## config.mk

```make
export PLATFORM = sky130hd
export DESIGN_NAME = icache_fetch
export DESIGN_NICKNAME = d
export VERILOG_FILES = /design/src/rtl/icache_fetch.sv
export SDC_FILE = /design/constraint.sdc
export NUM_CORES = 1
export LEC_CHECK = 0
export CAP_MARGIN = 15
export CORE_MARGIN = 2
export CORE_UTILIZATION = 50
export CTS_CLUSTER_DIAMETER = 100
export CTS_CLUSTER_SIZE = 40
export DETAILED_ROUTE_END_ITERATION = 8
export DONT_BUFFER_PORTS = 1
export PLACE_DENSITY_LB_ADDON = 0.15
export SLEW_MARGIN = 20
export SYNTH_ARGS = -nofsm -noshare
export SYNTH_HDL_FRONTEND = slang
export SYNTH_SLANG_ARGS = --single-unit
```

## constraint.sdc

```tcl
create_clock -name CLK -period 25 [get_ports CLK]
set_input_delay 5 -clock CLK [delete_from_list [all_inputs] [get_ports CLK]]
set_output_delay 5 -clock CLK [all_outputs]
set_load 0.1 [all_outputs]
```

## src/rtl/icache_fetch.sv

```systemverilog
// icache_fetch: direct-mapped read-only instruction cache with 4-word blocks and a stalling refill FSM.
// Define ICACHE_STATS_EN to build saturating hit/miss counters; otherwise HIT_COUNT/MISS_COUNT read 0.
module icache_fetch #(
  parameter int INDEX_BITS = 3,
  parameter int TAG_BITS = 3
) (
  input  logic                           CLK,
  input  logic                           RESET,
  input  logic                           READ,
  input  logic [31:0]                    PC,
  output logic [31:0]                    INSTRUCTION,
  output logic                           BUSYWAIT,
  output logic                           MEM_READ,
  output logic [TAG_BITS+INDEX_BITS-1:0] MEM_ADDRESS,
  input  logic [127:0]                   MEM_READDATA,
  input  logic                           MEM_BUSYWAIT,
  output logic [15:0]                    HIT_COUNT,
  output logic [15:0]                    MISS_COUNT
);
  localparam int AW = TAG_BITS + INDEX_BITS;
  localparam int LINES = 1 << INDEX_BITS;
  typedef enum logic [1:0] {S_IDLE, S_MEM_READ, S_UPDATE} state_t;
  state_t state, state_nx;
  logic [LINES-1:0] valid;
  logic [TAG_BITS-1:0] tags [LINES];
  logic [127:0] data [LINES];
  logic [127:0] block;
  logic [AW-1:0] miss_addr;
  logic [1:0] offset;
  logic [INDEX_BITS-1:0] index;
  logic [TAG_BITS-1:0] tag;
  logic hit, miss, pc_unused;
  assign offset = PC[3:2];
  assign index = PC[INDEX_BITS+3:4];
  assign tag = PC[AW+3:INDEX_BITS+4];
  assign pc_unused = ^{PC[31:AW+4], PC[1:0]};
  assign hit = READ & valid[index] & (tags[index] == tag);
  assign miss = (state == S_IDLE) & READ & !hit;
  assign INSTRUCTION = (READ & !RESET) ? data[index][{offset, 5'b0} +: 32] : 32'h0;
  assign BUSYWAIT = !RESET & ((state != S_IDLE) | miss);
  assign MEM_READ = state == S_MEM_READ;
  assign MEM_ADDRESS = miss_addr;
  always_comb begin
    state_nx = state;
    if (miss) state_nx = S_MEM_READ;
    else if (state == S_MEM_READ && !MEM_BUSYWAIT) state_nx = S_UPDATE;
    else if (state == S_UPDATE) state_nx = S_IDLE;
  end
  always_ff @(posedge CLK or posedge RESET) begin
    if (RESET) begin
      state <= S_IDLE;
      valid <= '0;
      miss_addr <= '0;
    end else begin
      state <= state_nx;
      if (miss) miss_addr <= {tag, index};
      if (state == S_UPDATE) valid[miss_addr[INDEX_BITS-1:0]] <= 1'b1;
    end
  end
  // Payload storage carries no reset; only the valid bits gate its use.
  always_ff @(posedge CLK) begin
    if (state == S_MEM_READ && !MEM_BUSYWAIT) block <= MEM_READDATA;
    if (state == S_UPDATE) begin
      data[miss_addr[INDEX_BITS-1:0]] <= block;
      tags[miss_addr[INDEX_BITS-1:0]] <= miss_addr[AW-1:INDEX_BITS];
    end
  end
`ifdef ICACHE_STATS_EN
  logic [15:0] hit_count, miss_count;
  always_ff @(posedge CLK or posedge RESET) begin
    if (RESET) begin
      hit_count <= '0;
      miss_count <= '0;
    end else begin
      if (state == S_IDLE && hit && hit_count != 16'hFFFF) hit_count <= hit_count + 16'd1;
      if (miss && miss_count != 16'hFFFF) miss_count <= miss_count + 16'd1;
    end
  end
  assign HIT_COUNT = hit_count;
  assign MISS_COUNT = miss_count;
`else
  assign HIT_COUNT = 16'h0;
  assign MISS_COUNT = 16'h0;
`endif
endmodule
```

-- Word-level counts from Yosys, hierarchy flattened
Memories as Yosys holds them, arrays and structs flattened.
Cells that the tools add are included.
W data, S select, Z words.
- register bits after elaboration: 144
- bits in writable memories: 1048
- input bits: 164
- output and inout bits: 72
- word-level logic and storage cells: 39
- memories: 2
- memories (memory ; words ; bits a word ; read ports ; clocked after Yosys merged registers in ; write ports ; RTL line ; source):
    data ; 8 ; 128 ; 1 ; 0 ; 1 ; 26 ; logic [127:0] data [LINES];
    tags ; 8 ; 3 ; 1 ; 0 ; 1 ; 25 ; logic [TAG_BITS-1:0] tags [LINES];
- $lt $le $gt $ge: 3
- equal/unequal tests: 3
- shifts and indexed selects: 1
- muxes and demuxes: 10
- bitwise logic cells: 8
- reductions and logical operators: 8
- operators with widths (operator ; count):
    $shiftx A128 B8 Y32 ; 1
    $mux W32 ; 1
    $lt A3 B4 Y1 const B ; 2
    $or A8 B8 Y8 ; 1
    $and A1 B1 Y1 ; 6
    $mux W2 ; 3
    $mux W1 ; 4
    $bmux W1 S3 ; 1
    $demux W1 S3 ; 1
    $eq A3 B3 Y1 ; 1
    $ge A3 B1 Y1 const B ; 1
    $logic_not A1 Y1 ; 3
    $reduce_bool A3 Y1 ; 1
    $eq A2 B1 Y1 const B ; 1
    $eq A2 B2 Y1 const B ; 1
    $logic_and A1 B1 Y1 ; 2
    $logic_not A2 Y1 ; 1
    $reduce_bool A2 Y1 ; 1
    $or A1 B1 Y1 ; 1

-- Depth between registers and ports, before layout
- depth in word-level cells: 8
- gate-level depth with buffers: 8
- gate-level depth less buffers: 6

-- Worst setup path before layout
Ideal clock, no wire load.
- path type: reg-to-reg
- from: register miss_addr[0], in the netlist MEM_ADDRESS[0]
- to: register valid[1]
- library setup time: 0.144 ns
- arrival time: 14.643 ns
- required time: 24.856 ns
- setup slack: 10.213 ns
- cell stages (with the launch flop): 4
- path buffers: 0
- period minus slack after synthesis: 14.787 ns
- path through: dfrtp_1 nand2_1 nor4_1 or2_2
- word-level cells in the longest chain between the ends: 5
- elaborated cells on any way between the ends: 6
- classes of those cells: 2 x order compare; 2 x mux; 1 x bitwise; 1 x reduce/logical
- ends and longest elaborated chain (item ; RTL line ; source):
    start, declared ; 28 ; logic [AW-1:0] miss_addr;
    start signal, assigned ; 56 ; if (miss) miss_addr <= {tag, index};
    $lt A3 B4 Y1 (not written as such) / $ge A3 B1 Y1 (equally long branches) ; 57 ; if (state == S_UPDATE) valid[miss_addr[INDEX_BITS-1:0]] <= 1'b1;
    $logic_and A1 B1 Y1 (not written as such) ; 57 ;
    $mux W1 (not written as such) ; 57 ;
    $demux W1 S3 (*) ; 57 ;
    $or A8 B8 Y8 (no source line) (*) ; - ;
    end signal, assigned ; 52 ; valid <= '0;
    end signal, assigned by index ; 57 ;
    end, declared ; 24 ; logic [LINES-1:0] valid;
Every way passes the cells marked *; elsewhere a longest branch is shown, timed or not.
A chain may end at the register's enable or synchronous reset.

-- Final worst setup path
- from: input port RESET
- to: output port INSTRUCTION[2]
- word-level cells in the longest chain between the ends: 3
- ends and longest elaborated chain (item ; RTL line ; source):
    start, declared ; 8 ; input logic RESET,
    $logic_not A1 Y1 (no source line) ; - ;
    $and A1 B1 Y1 ; 39 ; assign INSTRUCTION = (READ & !RESET) ? data[index][{offset, 5'b0} +: 32] : 32'h0;
    $mux W32 ; 39 ;
    end, declared ; 11 ; output logic [31:0] INSTRUCTION,
No other way between the ends.

==> qor.yml <==
cp-startpoint: "RESET"
reg2reg_from: "MEM_ADDRESS[2]"
setup_viol: 0
synth_top_cell_by_area: "edfxtp_1"
ios: 236
clock_latency_ns: 0.63
area_growth_pct: 5.81
grt_first_pass_wirelength_um: 128000
worstPathCellList: "inv_1, nand2_2, nor2_2"
p_clk_frac: 0.232
clock_path_buffers: 3
combPwrFrac: 0.099
mostFrequentLayoutCells: "edfxtp_1 (1176), mux4_2 (326), clkbuf_16 (41), mux2i_1 (39)"
yosysUniqueCellTypes: 30
crit_path_max_incr_delay_ns: 1.14
power_density_nw_per_um2: 82.3
sw_frac_of_total: 0.249
path_max_fanout: 32
worstMarginPinSlew_ns: 1.14
post-dp-hpwl_um: 44300
avgSynthCellArea_um2: 25.4
drv_slew: 0
synth_area_um2: 44500
final_area_um2: 47100
die-area_um2: 91400
port_buffers: 0
routedWlPerCell_um: 30.3
grt_max_degree: 268
grt_pass1_vias: 18700
power.leakage_nw: 14.1
core_area_um2: 88200
cp-start-kind: "input port"
p_int_mw: 2.91
cts_setup_buffers: 0
slew_headroom: 0.238
yosys_warnings: 0
synth_ff_type: "edfxtp_1"
rows: 109
outcome: "completed"
hold_viol_final: 0
synth_edf_count: 1176
clk_pin_slew_ns: 0.13
min_period_over_period: 0.498
grt_overflow: 0
wirelength_um: 88300
layout-drive-gt1-share: 0.262
post_cts_resized: 0
worst_ir_drop_vdd_uv: 132
tritoncts: "done"
remaining_drc_errors: 0
power.sequential.fraction: 0.669
globalplace.congestion: 0.727
regToRegEndpoint: "data[4][5]"
die_w_um: 302
fin_skew_ns: 0.0294
clock.fmax_ghz: 0.0803
cts_made_buffers: 38
end_kind: "primary output"
nets: 1895
crit_buf_inv: 1
ctsHoldBuffers: 0
synth_top_area_frac: 0.794
firstDrtPassIters: 5
r2r_slack_ns: 20.39
place_area_um2: 45900
fin_cells: 2914
post-place-cells: 2856
crit_family: "simple AND/OR/NAND/NOR gates"
multi_input_area_um2: 8450
ys_seq_area_frac: 0.803
hold_path_class: "reg2reg"
synth.area.top_cells: "edfxtp_1 (79%), mux4_2 (16%), dfrtp_1 (0.90%), mux2i_1 (0.88%), buf_4 (0.57%)"
antenna_found_initial: 27
slowest_stage: "nor2_2"
crit_cells: 3
syn_inst: 1754
arrival_ns: 7.45
htree_levels: 2
die_y_um: 302
fin_crit_ns: 12.45
routed_via_density: 6.07
layout_commonest_cell: "edfxtp_1"
required_ns: 20.00
maxCapViolCount: 0
cp-endpoint: "INSTRUCTION[2]"
clock_sinks: 1192
regArea_um2: 35700
fillCellCount: 6529
vias: 17700
async_reset_ff_frac: 0.0134
initial_utilization: 0.504
finish.utilization: 0.534
ys_seq_elements: 1192
final.setup.tns_ns: 0
ant_nets: 0
p_sw_mw: 0.966
crit_type: "in2out"
rr_worst_depth: 5
clockRootBuffer: "clkbuf_16"
grt_use_total: 0.195
rsz0062_at_grt: "false"
drtIter0Drc: 1484
-- cell usage after synthesis (2+ instances only) --
master and count:
buf_1 13, mux2_2 6, nand2_1 6, nor4_1 2
xor2_1 2, clkbuf_1 39, nand3_1 2, inv_1 2
buf_4 34, dfrtp_1 16, mux4_2 326, nor3_1 4
nand3b_1 2, or2_2 8, nor2_1 36, mux2i_1 39
nor2b_1 2, buf_2 28, edfxtp_1 1176
-- how the worst min path moves through the flow --
stage	from	endpoint	slack [ns]	cells after the start
after floorplan	valid[2]	valid[2]	0.43	1
after global placement	valid[6]	valid[6]	0.45	1
after detailed placement	valid[7]	valid[7]	0.45	1
after CTS	valid[7]	valid[7]	0.48	1
after global routing	valid[3]	valid[3]	0.50	1
final	valid[7]	valid[7]	0.48	1
-- power by group through the flow --
stage	Sequential [mW]	Combinational [mW]	Clock [mW]
final	2.59	0.385	0.900
after detailed placement	2.64	0.394	0
after floorplan	2.66	0.287	0
after global placement	2.62	0.393	0
after global routing	2.62	0.406	0.984
after CTS	2.60	0.395	0.926
-- logic make-up (layout without fill, tap and decap cells) --
family / after synthesis / count (layout) / synth area share
AOI/OAI and AO/OA: 5 / 5 / 0.00115
xor gates and xnor gates: 3 / 3 / 0.000591
buffers and inverters: 117 / 79 / 0.0137
DFF: 1192 / 1192 / 0.803
muxes: 371 / 371 / 0.175
other: 1 / 34 / 0.0000843
and+or+nand+nor: 65 / 65 / 0.00666
-- layer usage --
layer  part of all wire  track usage  up-vias
met5             0.0021            0        -
met4              0.015       0.0329       26
li1                   -            -     7338
met1               0.42        0.274     9796
met3              0.052       0.0359      102
met2               0.51        0.330      418
-- through the flow --
step,worst slack (ns),total power [mW],hold slack [ns]
5_1_grt,12.34,4.01,0.500
2_1_floorplan,10.21,2.94,0.434
6_report,12.55,3.88,0.477
3_3_place_gp,12.64,3.02,0.446
4_1_cts,12.50,3.92,0.481
3_5_place_dp,12.51,3.04,0.449
-- state kept, by name (all words and copies together) (netlist names) --
name / flops
valid: 8
state: 2
data: 1024
block: 128
MEM_ADDRESS: 6
tags: 24
-- final cells by class --
cell class	instances	share of cell area
well taps	1165	0.0310
clock buffers	43	0.0219
multi-input cells	476	0.179
repair buffers	21	0.00494
flip-flops and latches	1192	0.758
diodes	2	0.000106
inverters	2	0.000159
clock inverters	13	0.00409
No activity file was read; power rests on OpenSTA's default activity.
